**config.mk**
```make
export PLATFORM = sky130hd
export DESIGN_NAME = div_root_sched
export DESIGN_NICKNAME = d
export VERILOG_FILES = /design/src/rtl/div_root_sched.sv
export SDC_FILE = /design/constraint.sdc
export NUM_CORES = 1
export LEC_CHECK = 0
export CORE_MARGIN = 4
export CORE_UTILIZATION = 44
export DETAILED_ROUTE_END_ITERATION = 10
export PLACE_DENSITY = 0.89
export SLEW_MARGIN = 5
export SYNTH_ARGS = -nofsm -noshare
export SYNTH_HDL_FRONTEND = slang
export SYNTH_SLANG_ARGS = --single-unit
```
**constraint.sdc**
```tcl
create_clock -name clk -period 5.5 [get_ports clk]
set_input_delay 1.1 -clock clk [delete_from_list [all_inputs] [get_ports clk]]
set_output_delay 1.1 -clock clk [all_outputs]
set_load 0.02 [all_outputs]
```
**src/rtl/div_root_sched.sv**
```systemverilog
// div_root_sched: round-robin scheduler that shares one iterative
// divide/square-root engine among NUM_REQ requesters.
//
// Optional feature (compile-time macro DIV_ROOT_SCHED_TIMEOUT_EN):
//   when defined, a watchdog limits WAIT to TIMEOUT_CYC cycles and flags the
//   response with rsp_err; when undefined, rsp_err is tied low and WAIT waits
//   for eng_done indefinitely.
module div_root_sched #(
   parameter int NUM_REQ     = 4,
   parameter int TIMEOUT_CYC = 64
) (
   input  logic                 clk,
   input  logic                 rst_n,
   input  logic [NUM_REQ-1:0]   req,
   input  logic [NUM_REQ-1:0]   req_op,
   input  logic [NUM_REQ*10-1:0] req_data_1,
   input  logic [NUM_REQ*3-1:0] req_data_2,
   output logic [NUM_REQ-1:0]   grant,
   output logic                 eng_start,
   output logic                 eng_op,
   output logic [9:0]           eng_data_1,
   output logic [2:0]           eng_data_2,
   input  logic                 eng_done,
   input  logic [19:0]          eng_result,
   output logic [NUM_REQ-1:0]   rsp_valid,
   output logic [19:0]          rsp_data,
   output logic                 rsp_err,
   output logic                 busy
);

   localparam int IDX_W = $clog2(NUM_REQ);

   // Elaboration-time parameter range checks.
   if (NUM_REQ < 2 || NUM_REQ > 8) begin : g_bad_num_req
      $error("div_root_sched: NUM_REQ must be within 2..8");
   end
   if (TIMEOUT_CYC < 1) begin : g_bad_timeout
      $error("div_root_sched: TIMEOUT_CYC must be at least 1");
   end

   typedef enum logic [1:0] {
      IDLE  = 2'd0,
      ISSUE = 2'd1,
      WAIT  = 2'd2,
      RESP  = 2'd3
   } state_t;

   state_t           state;
   logic [IDX_W-1:0] rr_ptr;
   logic [IDX_W-1:0] win;

   logic             arb_hit;
   logic [IDX_W-1:0] arb_idx;
   logic [IDX_W:0]   cand;

   logic             sel_op;
   logic [9:0]       sel_d1;
   logic [2:0]       sel_d2;
   logic             sel_div0;

`ifdef DIV_ROOT_SCHED_TIMEOUT_EN
   localparam int CNT_W = $clog2(TIMEOUT_CYC + 1);
   logic [CNT_W-1:0] wd_cnt;
   logic [CNT_W-1:0] wd_nxt;
   assign wd_nxt = wd_cnt + 1'b1;
`else
   assign rsp_err = 1'b0;
`endif

   function automatic logic [NUM_REQ-1:0] onehot(input logic [IDX_W-1:0] idx);
      logic [NUM_REQ-1:0] v;
      v      = '0;
      v[idx] = 1'b1;
      return v;
   endfunction

   function automatic logic [IDX_W-1:0] next_ptr(input logic [IDX_W-1:0] idx);
      if (idx == IDX_W'(NUM_REQ - 1)) return '0;
      else                            return idx + 1'b1;
   endfunction

   // Round-robin search: first pending request at or above rr_ptr, wrapping.
   always_comb begin
      arb_hit = 1'b0;
      arb_idx = '0;
      cand    = '0;
      for (int k = 0; k < NUM_REQ; k++) begin
         cand = {1'b0, rr_ptr} + (IDX_W+1)'(k);
         if (cand >= (IDX_W+1)'(NUM_REQ)) cand = cand - (IDX_W+1)'(NUM_REQ);
         if (!arb_hit && req[cand[IDX_W-1:0]]) begin
            arb_hit = 1'b1;
            arb_idx = cand[IDX_W-1:0];
         end
      end
   end

   assign sel_op   = req_op[arb_idx];
   assign sel_d1   = req_data_1[arb_idx*10 +: 10];
   assign sel_d2   = req_data_2[arb_idx*3 +: 3];
   // Only a divide by zero bypasses the engine; a root ignores its divisor.
   assign sel_div0 = !sel_op && (sel_d2 == 3'd0);

   assign busy = (state != IDLE);

   // Scheduler FSM with registered engine launch, grant and response outputs.
   always_ff @(posedge clk or negedge rst_n) begin
      if (!rst_n) begin
         state      <= IDLE;
         rr_ptr     <= '0;
         win        <= '0;
         grant      <= '0;
         eng_start  <= 1'b0;
         eng_op     <= 1'b0;
         eng_data_1 <= '0;
         eng_data_2 <= '0;
         rsp_valid  <= '0;
         rsp_data   <= '0;
`ifdef DIV_ROOT_SCHED_TIMEOUT_EN
         rsp_err    <= 1'b0;
         wd_cnt     <= '0;
`endif
      end else begin
         grant     <= '0;
         eng_start <= 1'b0;
         rsp_valid <= '0;
         case (state)
            IDLE: begin
               if (arb_hit) begin
                  win        <= arb_idx;
                  eng_op     <= sel_op;
                  eng_data_1 <= sel_d1;
                  eng_data_2 <= sel_d2;
                  grant      <= onehot(arb_idx);
                  if (sel_div0) begin
                     state     <= RESP;
                     rsp_valid <= onehot(arb_idx);
                     rsp_data  <= 20'hFFFFF;
`ifdef DIV_ROOT_SCHED_TIMEOUT_EN
                     rsp_err   <= 1'b0;
`endif
                  end else begin
                     state     <= ISSUE;
                     eng_start <= 1'b1;
                  end
               end
            end
            ISSUE: begin
               state <= WAIT;
`ifdef DIV_ROOT_SCHED_TIMEOUT_EN
               wd_cnt <= '0;
`endif
            end
            WAIT: begin
               if (eng_done) begin
                  state     <= RESP;
                  rsp_valid <= onehot(win);
                  rsp_data  <= eng_result;
`ifdef DIV_ROOT_SCHED_TIMEOUT_EN
                  rsp_err   <= 1'b0;
               end else if (wd_nxt == CNT_W'(TIMEOUT_CYC)) begin
                  state     <= RESP;
                  rsp_valid <= onehot(win);
                  rsp_data  <= '0;
                  rsp_err   <= 1'b1;
               end else begin
                  wd_cnt <= wd_nxt;
`endif
               end
            end
            RESP: begin
               state  <= IDLE;
               rr_ptr <= next_ptr(win);
            end
            default: state <= IDLE;
         endcase
      end
   end

endmodule

```
# Yosys cells after proc, flatten, opt, wreduce, memory -nomap -nowiden
# Index checks and enable logic that the tools add are counted.
# classes
n_mux,44
n_reduce_logical,17
n_shift,2
eq_ne,7
mul,2
magnitude_cmp,12
n_addsub,8
# op_table
cell,count
20-bit 2-to-1 mux,3
20-bit one-hot mux with 2 select lines,1
40-bit by 7-bit indexed part select with 10-bit output,1
2-bit 2-to-1 mux,12
4-bit 2-to-1 mux,5
"2-bit by 3-bit less-than comparator with 1-bit output, second input constant",6
1-bit 2-to-1 mux,14
12-bit by 5-bit indexed part select with 3-bit output,1
1-bit binary-select mux with 2-bit select,5
"3-bit >= comparator, second input constant",3
2-bit one-hot mux with 4 select lines,1
4-bit one-hot mux with 2 select lines,1
"2-bit by 1-bit subtractor with 2-bit output, second input constant",4
"2-bit by 2-bit adder with 3-bit output, second input constant",2
"2-bit equality test, second input constant",3
1-bit logical AND,6
"2-bit != test, second input constant",3
"2-bit by 3-bit multiplier with 5-bit output, second input constant",1
1-bit demux with 2-bit select,2
"2-bit by 1-bit >= comparator with 1-bit output, second input constant",2
1-bit zero test,4
"2-bit by 2-bit multiplier with 4-bit output, second input constant",1
2-bit AND reduction,2
4-bit AND reduction,1
7 further kinds,8
# totals
regBits,49

# Depth between registers and ports, before layout
# Gate-level depths: netlist (run 1).
# logic_depth
ltp_word,21
ltp_mapped,11

# Worst setup path after synthesis (run 1)
# OpenSTA, ideal clock, no wires.
# synth_path
path_kind,input-to-reg
from,input req[2]
to,register rsp_data[0]
setup_slack_ns,2.331
cell_stages,11
arrival_time_ns,3.044
setup_time_ns,0.125
n_path_buf,3
cell_sequence,mux2i_1 nor2_1 or3_1 buf_6 buf_6 mux2i_1 mux2_2 nand4_4 a21oi_4 buf_6 mux2_2
# synth_between
elab_chain_cells,18
# synth_rtl
element,line,text
"start, declared",14,"input logic [NUM_REQ-1:0] req,"
1-bit binary-select mux with 2-bit select,90,if (!arb_hit && req[cand[IDX_W-1:0]]) begin
1-bit 2-to-1 mux (not written as such),90,
1-bit 2-to-1 mux,90,
1-bit zero test,90,
1-bit logical AND,90,
1-bit 2-to-1 mux,90,
1-bit zero test,90,
1-bit logical AND,90,
(+2 left out),n/a,
1-bit logical AND,90,
2-bit 2-to-1 mux,90,
2-bit by 2-bit multiplier with 4-bit output or 1-bit binary-select mux with 2-bit select (tied branches),"99, 97",
12-bit by 5-bit indexed part select with 3-bit output or 1-bit 2-to-1 mux (tied branches),"99, 97",
3-bit zero test or 1-bit zero test (tied branches),101,assign sel_div0 = !sel_op && (sel_d2 == 3'd0);
1-bit logical AND,101,
2-bit != test (no line),n/a,
4-bit AND reduction (no line) *,n/a,
"end signal, assigned",157,rsp_data <= eng_result;
"end, declared",26,"output logic [19:0] rsp_data,"
# Mark *: on every way between the ends. The rest lies on a longest branch, timed or not. The select of a mux whose other input is x is not followed.
# A chain may end at the register's enable or synchronous reset.

# Final worst setup path (run 1)
# layout_path
from,input req[2]
to,register rsp_data[7]
# Same word-level chain as after synthesis.

==> results of run 1 <==
final timing paths:
path | to | slack, ps | cells after the start
max | rsp_data[7] | 1060 | 9
min | eng_data_1[2] | 490 | 2
max reg2reg | rsp_data[7] | 1820 | 8
min reg2reg | eng_data_1[2] | 490 | 2
max in group asynchronous | grant[1] | 3830 | 1
min in group asynchronous | rsp_data[14] | 1000 | 1
placed cells by master, fill, tap and decap left out, types with 6 or more instances in the layout:
master           count
nand2b_1            22
o21ai_0             28
inv_1                8
mux2_4              10
nand2_1             68
mux2i_1              9
nand3_1             14
clkdlybuf4s50_1    125
clkbuf_8             6
dfrtp_1             49
mux2_2              15
ha_1                 7
power by group through the flow:
| stage | combinational, W | sequential (W) | clock (W) |
|---|---|---|---|
| 2_1_floorplan | 0.000639 | 0.000774 | 0 |
| 3_3_place_gp | 0.00119 | 0.000617 | 0 |
| 3_5_place_dp | 0.00124 | 0.000628 | 0 |
| 4_1_cts | 0.00124 | 0.000623 | 0.000268 |
| 5_1_grt | 0.00133 | 0.000643 | 0.000283 |
| 6_report | 0.00123 | 0.000622 | 0.000261 |
routing by layer:
metal	vias to the layer above	part of all wire (%)	routed length [um]	track usage [%]
met3	8	8.0	561	4.80
met4	0	1.0	73	4.60
met2	108	50	3480	33.7
met5	-	0	0	0
met1	1129	41	2900	22.9
li1	1161	-	-	-
layout make-up:
cell class / count / area, sq um
inverter: 8 / 30.0
clock buffer: 7 / 86.3
tap: 75 / 93.8
fill: 476 / 1840
clock inverter: 1 / 30.0
multi-input combinational: 203 / 1310
sequential: 49 / 1230
timing repair buffer: 128 / 1270
tightest hold or removal path, stage by stage, from the launching register on:
cell and delay (ps):
dfrtp_1 350, nand2_1 50, o21ai_0 60
per-stage QoR:
stage / hold WS (ps) / setup slack (ps) / cells / total power [W]
after floorplan: 489 / 2330 / 277 / 0.00141
after global placement: 462 / 898 / 463 / 0.00181
after detailed placement: 470 / 724 / 463 / 0.00187
final: 485 / 1060 / 471 / 0.00211
after CTS: 489 / 1030 / 471 / 0.00213
after global routing: 521 / 802 / 471 / 0.00226
logic make-up (layout without fill, tap and decap cells):
family                     Yosys count  after routing  synth area share, %
DFF                                 49             49                 46.1
AOI/OAI and AO/OA                   43             43                 9.59
buffers and inverters               25            144                 4.94
other                                1              1                0.141
muxes                               34             34                 15.4
adders and majority gates            7              7                 3.29
and+or+nand+nor                    118            118                 20.6
sequential cells by signal, summed over array words and instances, names as in the netlist:
signal and count:
rr_ptr 2, state 2, eng_op 1, eng_start 1, win 2, rsp_valid 4, eng_data_1 10, rsp_data 20
eng_data_2 3, grant 4
cells in the mapped netlist (7+ instances only):
master    count
nand2_1      68
dfrtp_1      49
o21ai_0      28
nand2b_1     22
mux2_2       15
nand3_1      14
clkbuf_1     12
mux2_4       10
mux2i_1       9
inv_1         8
ha_1          7
==> metrics.md, run 1 <==
| Metric | Value |
|---|---|
| CP arrival | 4620 ps |
| Crit Reg-Reg Startpoint | rr_ptr[1] |
| Syn avg cell area | around 9.6 sq um |
| CP Capture Type | register |
| Post-synth EDFFs | 0 |
| Post-synth top area cell | dfrtp_1 |
| Largest net degree at the start of global routing | 50 |
| First-pass GRT wire length | around 11000 um |
| CTS clock-pin slew for the worst setup and hold paths | ~80 ps |
| Final Instance Area | 4050 sq um |
| Port buffer count | 126 |
| Setup Viol. Count Final | 0 |
| End-of-flow core utilization | around 70% |
| Top FF cell, synth | dfrtp_1 |
| Cells along the critical path | clkdlybuf4s50_1, nand2b_1, a21oi_1, or3_1, mux2i_1, mux2_2, nand4_4, a21oi_4, mux2_2 |
| Post-synth ARST share | 100% |
| Status | completed |
| Half-perimeter wire length after placement | roughly 5300 um |
| Sink Count | between 40 and 50 |
| Post-CTS setup repair buffer count | 0 |
| Top post-synthesis cells by area | dfrtp_1 (46%), nand2_1 (9.6%), mux2_2 (6.3%), mux2_4 (5.6%), o21ai_0 (5.3%) |
| Final Hold Vio Count | 0 |
| Fraction of the yosys area taken by sequential cells | 46.1% |
| Setup TNS | 0 ps |
| Initial Util | roughly 45% |
| Distinct cells, synth | 29 |
| Placed cell areas | 3930 sq um |
| Final-report max-slew violation count | 0 |
| Post-CTS Resized | 0 |
| Clk Latency, worst-skew pair | just under 300 ps |
| Clock Power Share | between 10% and 20% |
| Die width | roughly 86 um |
| CTS HTree Levels | 2 |
| Data required time of the worst path | 5670 ps |
| RSZ-0062 raised after global routing | no |
| Clock buffer count from CTS | 5 |
| Yosys top cell area share | 46.1% |
| Chip height | about 86 um |
| Clk_skew | approximately 4.0 ps |
| CTS tree | built |
| Clk buf depth | 2 |
| DR pass1 iterations | 4 |
| # IOs | roughly 130 |
| Via count of the first global-routing pass | 2396 |
| Mapped Area | roughly 2700 sq um |
| Share of post-route cells with drive strength above 1 | a little under a tenth |
| Area grow syn2layout | 52.0% |
| Synth Warn # | 0 |
| Hold Path Origin | eng_data_1[2] |
| CP startpoint | req[2] |
| Flop pwr share | 29.5% |
| Hold Buf Count CTS | 0 |
| Net switching power | 0.000851 W |
| Worst path slowest cell | or3_1 |
| Synth Net Count | about 370 |
| Minimum clock period | 4440 ps |
| Slew @ Worst Pin | 1180 ps |
| Worst-path fanout max | 31 |
| Max-cap check violation count | 0 |
| Post-synthesis cell count | around 280 |
| Final cycle utilization of the critical path | about four fifths |
| GRT Util Overall | approximately a fifth |
| Max_slew headroom | a little over a fifth |
| DRT Wirelength | approximately 7000 um |
| Fmax | between 0.2 and 0.25 GHz |
| DRC | 0 |
| Crit path largest cell delay | about 930 ps |
| ANT nets after route | 0 |
| VDD IR max | around 0.32 mV |
| Initial antenna violation count | 0 |
| #FFs+latches synth | slightly below 50 |
| Via count | about 2400 |
| Die ar. | between 7000 and 8000 sq um |
| DRT iter0 DRCs | 114 |
| Most frequent CP cell | mux2_2 |
| Pleak | ~1.7 nW |
| Nets@finish | a little under 500 |
| Combinational Power Share | about three fifths |
| Switching Fraction | 40.3% |
| Pwr Density | about 520 nW/um^2 |
| DR vias/cell | around 5 |
| Worst setup SP type | primary input |
| RePlAce Congestion | between 0.8 and 0.9 |
| Num rows | 28 |
| Drt wl/cell | between 10 and 15 um |
| Hold crit path type | reg2reg |
| Crit path max-delay family | simple AND/OR/NAND/NOR gates |
| Gr ovfl total | 0 |
| CTS root buf | clkbuf_8 |
| Power Internal | between 0.001 and 0.0015 W |
| Antenna fix cells | 0 |
| Critical path class | in2reg |
| WP buf/inv | 1 |
| Core Region | 5890 sq um |
Power figures use the tool's default switching activity.
==> run 2, diff against run 1 <==
--- a/config.mk
+++ b/config.mk
@@ -6,9 +6,9 @@
 export NUM_CORES = 1
 export LEC_CHECK = 0
 export CORE_MARGIN = 4
-export CORE_UTILIZATION = 44
+export CORE_UTILIZATION = 37
 export DETAILED_ROUTE_END_ITERATION = 10
-export PLACE_DENSITY = 0.89
+export PLACE_DENSITY = 0.8
 export SLEW_MARGIN = 5
 export SYNTH_ARGS = -nofsm -noshare
 export SYNTH_HDL_FRONTEND = slang
==> constraint.sdc (replaced) <==
create_clock -name clk -period 3.9 [get_ports clk]
set_input_delay 0.78 -clock clk [delete_from_list [all_inputs] [get_ports clk]]
set_output_delay 0.78 -clock clk [all_outputs]
set_load 0.02 [all_outputs]
==> run 2 against run 1 <==
  * Combinational power is 44% higher
  * Setup slack worse by 450 ps
  * Largest power group unchanged
  * Routed wire length is 1.5% lower
  * Core utilization is 8.9 points lower
  * Cell count is 5.3% higher
  * Sequential share of layout area is 0.63 points lower
  * Via count is 2.7% lower
  * Highest routed layer unchanged
==> metrics.md, run 2 (synthesized netlist as in run 1, its figures left out) <==
| Metric | Value |
|---|---|
| Critical path class | in2reg (unchanged) |
| Final cycle utilization of the critical path | 84.5% |
| # fillers | 601 (was 476) |
| Setup TNS | 0 ps (unchanged) |
| Post-CTS setup repair buffer count | 0 (unchanged) |
| CTS clock-pin slew for the worst setup and hold paths | 90 ps (was 80 ps) |
| Setup Viol. Count Final | 0 (unchanged) |
| Clock Power Share | 13.7% (was 12.4%) |
| DRC | 0 (unchanged) |
| Final-report max-slew violation count | 0 (unchanged) |
| Port buffer count | 126 (unchanged) |
| Post-CTS Resized | 0 (unchanged) |
| Most common cell after layout, fill and taps aside | clkdlybuf4s50_1 (unchanged) |
| Most frequent cells in the layout | clkdlybuf4s50_1 (125), nand2_1 (68), dfrtp_1 (49) (unchanged) |
| Area grow syn2layout | 55.3% (was 52.0%) |
| DRT Wirelength | 6910 um (was 7020 um) |
| Die width | 92.8 um (was 85.8 um) |
| Sink Count | 49 (unchanged) |
| Worst-path fanout max | 20 (was 31) |
| Nets@finish | 489 (was 485) |
| Fmax | approximately 0.3 GHz |
| CTS HTree Levels | 2 (unchanged) |
| Gr ovfl total | 0 (unchanged) |
| Half-perimeter wire length after placement | 5360 um (was 5310 um) |
| Max reg flops | 20 (unchanged) |
| Clk_skew | 7.53 ps (was 3.97 ps) |
| Max_slew headroom | 29.3% (was 21.6%) |
| Core Region | 6910 sq um (was 5890 sq um) |
| Via count | 2341 (was 2406) |
| DR pass1 iterations | 4 (unchanged) |
| Status | completed (unchanged) |
| Drt wl/cell | 13.9 um (was 14.9 um) |
| GRT Util Overall | 16.1% (was 18.9%) |
| Combinational Power Share | 58.0% (was 58.1%) |
| Net switching power | 0.00120 W (was 0.000851 W) |
| Die ar. | 8610 sq um (was 7360 sq um) |
| RePlAce Congestion | 0.858 (was 0.823) |
| CP arrival | 3480 ps (was 4620 ps) |
| Final Hold Vio Count | 0 (unchanged) |
| First-pass GRT wire length | 11200 um (about the same) |
| Max-cap check violation count | 0 (unchanged) |
| Initial Util | 38.5% (was 45.2%) |
| Minimum clock period | approximately 3300 ps |
| Initial antenna violation count | 0 (unchanged) |
| DRT iter0 DRCs | 83 (was 114) |
| Clk Latency, worst-skew pair | 290 ps (about the same) |
| Antenna fix cells | 0 (unchanged) |
| Largest net degree at the start of global routing | 50 (unchanged) |
| Chip height | 92.8 um (was 85.8 um) |
| Clock buffer count from CTS | 5 (unchanged) |
| DR vias/cell | 4.72 (was 5.11) |
| CTS root buf | clkbuf_8 (unchanged) |
| Num rows | 30 (was 28) |
| Slew @ Worst Pin | 1060 ps (was 1180 ps) |
| Flop pwr share | 28.3% (was 29.5%) |
| Hold Worst Slack | 483 ps (was 485 ps) |
| Largest reg by FF count | rsp_data (unchanged) |
| Via count of the first global-routing pass | 2322 (was 2396) |
| Pwr Density | 740 nW/um^2 (was 522 nW/um^2) |
| Data required time of the worst path | 4090 ps (was 5670 ps) |
| RSZ-0062 raised after global routing | no (unchanged) |
| Power Internal | 0.00186 W (was 0.00126 W) |
| Hold crit path type | reg2reg (unchanged) |
| Worst setup SP type | primary input (unchanged) |
| # IOs | 128 (unchanged) |
| ANT nets after route | 0 (unchanged) |
| CTS tree | built (unchanged) |
| Hold Buf Count CTS | 0 (unchanged) |
| Share of post-route cells with drive strength above 1 | 10.8% (was 9.60%) |
| CP Capture Type | register (unchanged) |
| Largest regs | rsp_data x20, eng_data_1 x10 (unchanged) |
| Switching Fraction | 39.1% (was 40.3%) |
| Clk buf depth | 2 (unchanged) |
| Pleak | 1.76 nW (was 1.73 nW) |
| VDD IR max | 0.420 mV (was 0.325 mV) |
==> run 2: cell count changes in the layout (fill, tap and decap cells not counted), sizes merged <==
cell / before / now
buf: 3 / 7
bufinv: 1 / 2
clkbuf: 7 / 5
clkinv: 0 / 1
==> run 2: routing by layer <==
| layer | share of wire, % | vias up | track usage, % |
|---|---|---|---|
| met2 | 45 | 108 | 25.7 |
| met5 | 0 | - | 0 |
| met1 | 44 | 1064 | 20.9 |
| met3 | 10 | 4 | 5.93 |
| li1 | - | 1165 | - |
| met4 | 0.78 | 0 | 3.30 |
==> run 2: worst max-delay path, stage by stage <==
cell and delay (ps):
clkdlybuf4s50_1 480, mux2i_1 170, nor2_1 80, or3_1 600, mux2i_1 240, mux2_2 220, nand4_4 170, a21oi_4 200
buf_12 190, mux2_2 350
==> run 2: worst paths after layout <==
kind / startpoint / end / slack [ps] / depth (start not counted)
max: req[0] / rsp_data[7] / 600 / 10
min: eng_data_1[0] / eng_data_1[0] / 480 / 2
min in group asynchronous: rst_n / rsp_data[18] / 680 / 1
max reg2reg: rr_ptr[1] / rsp_data[7] / 1040 / 9
min reg2reg: eng_data_1[0] / eng_data_1[0] / 480 / 2
max in group asynchronous: rst_n / eng_data_1[0] / 2570 / 1
==> run 2: stage by stage <==
stage / cells / setup slack [ps] / utilization, % / area (sq um) / power (W)
2_1_floorplan: 277 / 1050 / - / 2660 / 0.00199
3_3_place_gp: 488 / 402 / 57.9 / 4000 / 0.00262
3_5_place_dp: 488 / 294 / 57.9 / 4000 / 0.00266
4_1_cts: 496 / 618 / 59.8 / 4130 / 0.00309
5_1_grt: 496 / 446 / 59.8 / 4130 / 0.00329
6_report: 496 / 604 / 59.8 / 4130 / 0.00306
==> run 2: area by class of cell <==
class	count	area, sq um	area share [%]
sequential	49	1230	29.7
clock inverter	3	65.1	1.57
inverter	8	30.0	0.727
timing repair buffer	132	1310	31.8
tap	96	120	2.91
clock buffer	5	68.8	1.67
multi-input combinational	203	1310	31.7
==> run 2: power groups by stage <==
| stage | Clock, W | Sequential [W] | Combinational [W] |
|---|---|---|---|
| floorplan | 0 | 0.00109 | 0.000902 |
| global route | 0.000461 | 0.000897 | 0.00193 |
| global placement | 0 | 0.000869 | 0.00175 |
| CTS | 0.000431 | 0.000866 | 0.00179 |
| detailed placement | 0 | 0.000874 | 0.00179 |
| finish | 0.000419 | 0.000866 | 0.00177 |
==> run 3, diff against run 2 <==
--- a/config.mk
+++ b/config.mk
@@ -6,9 +6,9 @@
 export NUM_CORES = 1
 export LEC_CHECK = 0
 export CORE_MARGIN = 4
-export CORE_UTILIZATION = 37
+export CORE_UTILIZATION = 41
 export DETAILED_ROUTE_END_ITERATION = 10
-export PLACE_DENSITY = 0.8
+export PLACE_DENSITY = 0.84
 export SLEW_MARGIN = 5
 export SYNTH_ARGS = -nofsm -noshare
 export SYNTH_HDL_FRONTEND = slang
==> constraint.sdc (replaced) <==
create_clock -name clk -period 3.1 [get_ports clk]
set_input_delay 0.62 -clock clk [delete_from_list [all_inputs] [get_ports clk]]
set_output_delay 0.62 -clock clk [all_outputs]
set_load 0.02 [all_outputs]
==> run 3 against run 2 <==
  * Clock power rose by 12%
  * Cell area rose by 0.55%
  * Setup slack got worse by 430 ps
  * Via count rose by 2.5%
  * Cell count fell by 2.2%
==> metrics.md, run 3 (synthesized netlist as in run 1, its figures left out) <==
| Metric | Value |
|---|---|
| Status | completed (unchanged) |
| Setup Viol. Count Final | 0 (unchanged) |
| Post-CTS Resized | 0 (unchanged) |
| Clk buf depth | 2 (unchanged) |
| Via count | 2400 (was 2341) |
| Data required time of the worst path | 3280 ps (was 4090 ps) |
| Half-perimeter wire length after placement | 5400 um (was 5360 um) |
| Hold crit path type | reg2reg (unchanged) |
| # IOs | 128 (unchanged) |
| Chip height | 88.6 um (was 92.8 um) |
| GRT Util Overall | 17.2% (was 16.1%) |
| Gr ovfl total | 0 (unchanged) |
| Num rows | 29 (was 30) |
| Core Region | 6310 sq um (was 6910 sq um) |
| Pwr Density | 922 nW/um^2 (was 740 nW/um^2) |
| Antenna fix cells | 0 (unchanged) |
| Pre-CTS WS | -145 ps (was 294 ps) |
| DRC | 0 (unchanged) |
| Nets@finish | 497 (was 489) |
| CTS root buf | clkbuf_8 (unchanged) |
| Max reg flops | 20 (unchanged) |
| DRT iter0 DRCs | 83 (unchanged) |
| Die width | 88.6 um (was 92.8 um) |
| Clock buffer count from CTS | 5 (unchanged) |
| Post-CTS setup repair buffer count | 0 (unchanged) |
| Post-route setup slack | 177 ps (was 604 ps) |
| CTS HTree Levels | 2 (unchanged) |
| Initial antenna violation count | 0 (unchanged) |
| Area grow syn2layout | 56.1% (was 55.3%) |
| Sink Count | 49 (unchanged) |
| Most common cell after layout, fill and taps aside | clkdlybuf4s50_1 (unchanged) |
| Pleak | 1.79 nW (was 1.76 nW) |
| Slew @ Worst Pin | 1070 ps (was 1060 ps) |
| RSZ-0062 raised after global routing | no (unchanged) |
| First-pass GRT wire length | 10600 um (was 11200 um) |
| Max_slew headroom | 29.0% (was 29.3%) |
| RePlAce Congestion | 0.860 (was 0.858) |
| Largest regs | rsp_data x20, eng_data_1 x10 (unchanged) |
| Initial Util | 42.2% (was 38.5%) |
| CTS tree | built (unchanged) |
| Hold Buf Count CTS | 0 (unchanged) |
| Minimum clock period | a little under 3000 ps |
| Largest net degree at the start of global routing | 50 (unchanged) |
| Port buffer count | 126 (unchanged) |
| Worst-path fanout max | 20 (unchanged) |
| Final cycle utilization of the critical path | between 90% and 100% |
| Drt wl/cell | 14.1 um (was 13.9 um) |
| Worst setup SP type | primary input (unchanged) |
| Hold Worst Slack | 484 ps (was 483 ps) |
| Fmax | 0.342 GHz |
| Via count of the first global-routing pass | 2281 (was 2322) |
| Most frequent cells in the layout | clkdlybuf4s50_1 (125), nand2_1 (68), dfrtp_1 (49) (unchanged) |
| Clk_skew | 7.36 ps (was 7.53 ps) |
| DR vias/cell | 4.95 (was 4.72) |
| Register Area | 1230 sq um (unchanged) |
| Clk Latency, worst-skew pair | 300 ps (was 290 ps) |
| Final Hold Vio Count | 0 (unchanged) |
| Critical path class | in2reg (unchanged) |
| CTS clock-pin slew for the worst setup and hold paths | 90 ps (about the same) |
| ANT nets after route | 0 (unchanged) |
| Largest reg by FF count | rsp_data (unchanged) |
| CP arrival | 3110 ps (was 3480 ps) |
| VDD IR max | 0.538 mV (was 0.420 mV) |
| Multi-input gate area | 1310 sq um (unchanged) |
| Share of post-route cells with drive strength above 1 | 12.5% (was 10.8%) |
| DR pass1 iterations | 4 (unchanged) |
| DRT Wirelength | 6820 um (was 6910 um) |
| CP Capture Type | register (unchanged) |
| Final-report max-slew violation count | 0 (unchanged) |
| Max-cap check violation count | 0 (unchanged) |
| # fillers | 545 (was 601) |
| Die ar. | 7840 sq um (was 8610 sq um) |
## run 3: cell types whose count changed in the layout (fill, tap and decap cells not counted)
cell / before / now
buf_4: 5 / 13
bufinv_16: 2 / 1
clkbuf_8: 5 / 6
clkinv_2: 1 / 0
clkinvlp_4: 0 / 1
## run 3: final cells by class
type	count	share of cell area [%]
multi-input cells	203	31.5
flip-flops and latches	49	29.5
well taps	77	2.32
clock inverters	2	0.903
inverters	8	0.723
repair buffers	140	33.1
clock buffers	6	1.99
## run 3: critical path: stages
cell and delay, ps:
clkdlybuf4s50_1 450, mux2i_1 150, nor2_1 70, or3_1 370
buf_4 190, mux2i_1 190, mux2_2 220, nand4_4 100
a21oi_4 190, buf_12 190, mux2_2 360
## run 3: final timing paths
kind,start,to,slack (ps),cells past startpoint
setup / recovery,req[0],rsp_data[3],180,11
hold / removal,eng_data_1[1],eng_data_1[1],480,2
setup reg to reg,rr_ptr[1],rsp_data[3],420,10
hold reg to reg,eng_data_1[1],eng_data_1[1],480,2
max in group asynchronous,rst_n,win[1],1930,1
min in group asynchronous,rst_n,rsp_data[15],510,1
## run 3: per-stage QoR
step,util (%),total power [W],instances,setup TNS [ps],instance area (sq um)
after global placement,63.9,0.00333,477,-158,4040
after floorplan,-,0.00251,277,0,2660
after detailed placement,63.9,0.00340,477,-2240,4040
final,65.8,0.00383,485,0,4160
after global routing,65.8,0.00412,485,0,4160
after CTS,65.8,0.00388,485,0,4160
## run 3: power breakdown
group / switching (W) / total, W / internal [W]
registers: 0.000164 / 0.00109 / 0.000923
logic: 0.00114 / 0.00227 / 0.00113
clock network: 0.000208 / 0.000471 / 0.000262
total: 0.00151 / 0.00383 / 0.00232
## run 3: per-layer routing
| metal | wire length (um) | global-route usage [%] | vias to the layer above |
|---|---|---|---|
| met4 | 50 | 3.30 | 0 |
| met3 | 724 | 6.24 | 6 |
| met1 | 2810 | 20.4 | 1109 |
| met2 | 3230 | 30.2 | 103 |
| met5 | 0 | 0 | - |
| li1 | - | - | 1182 |
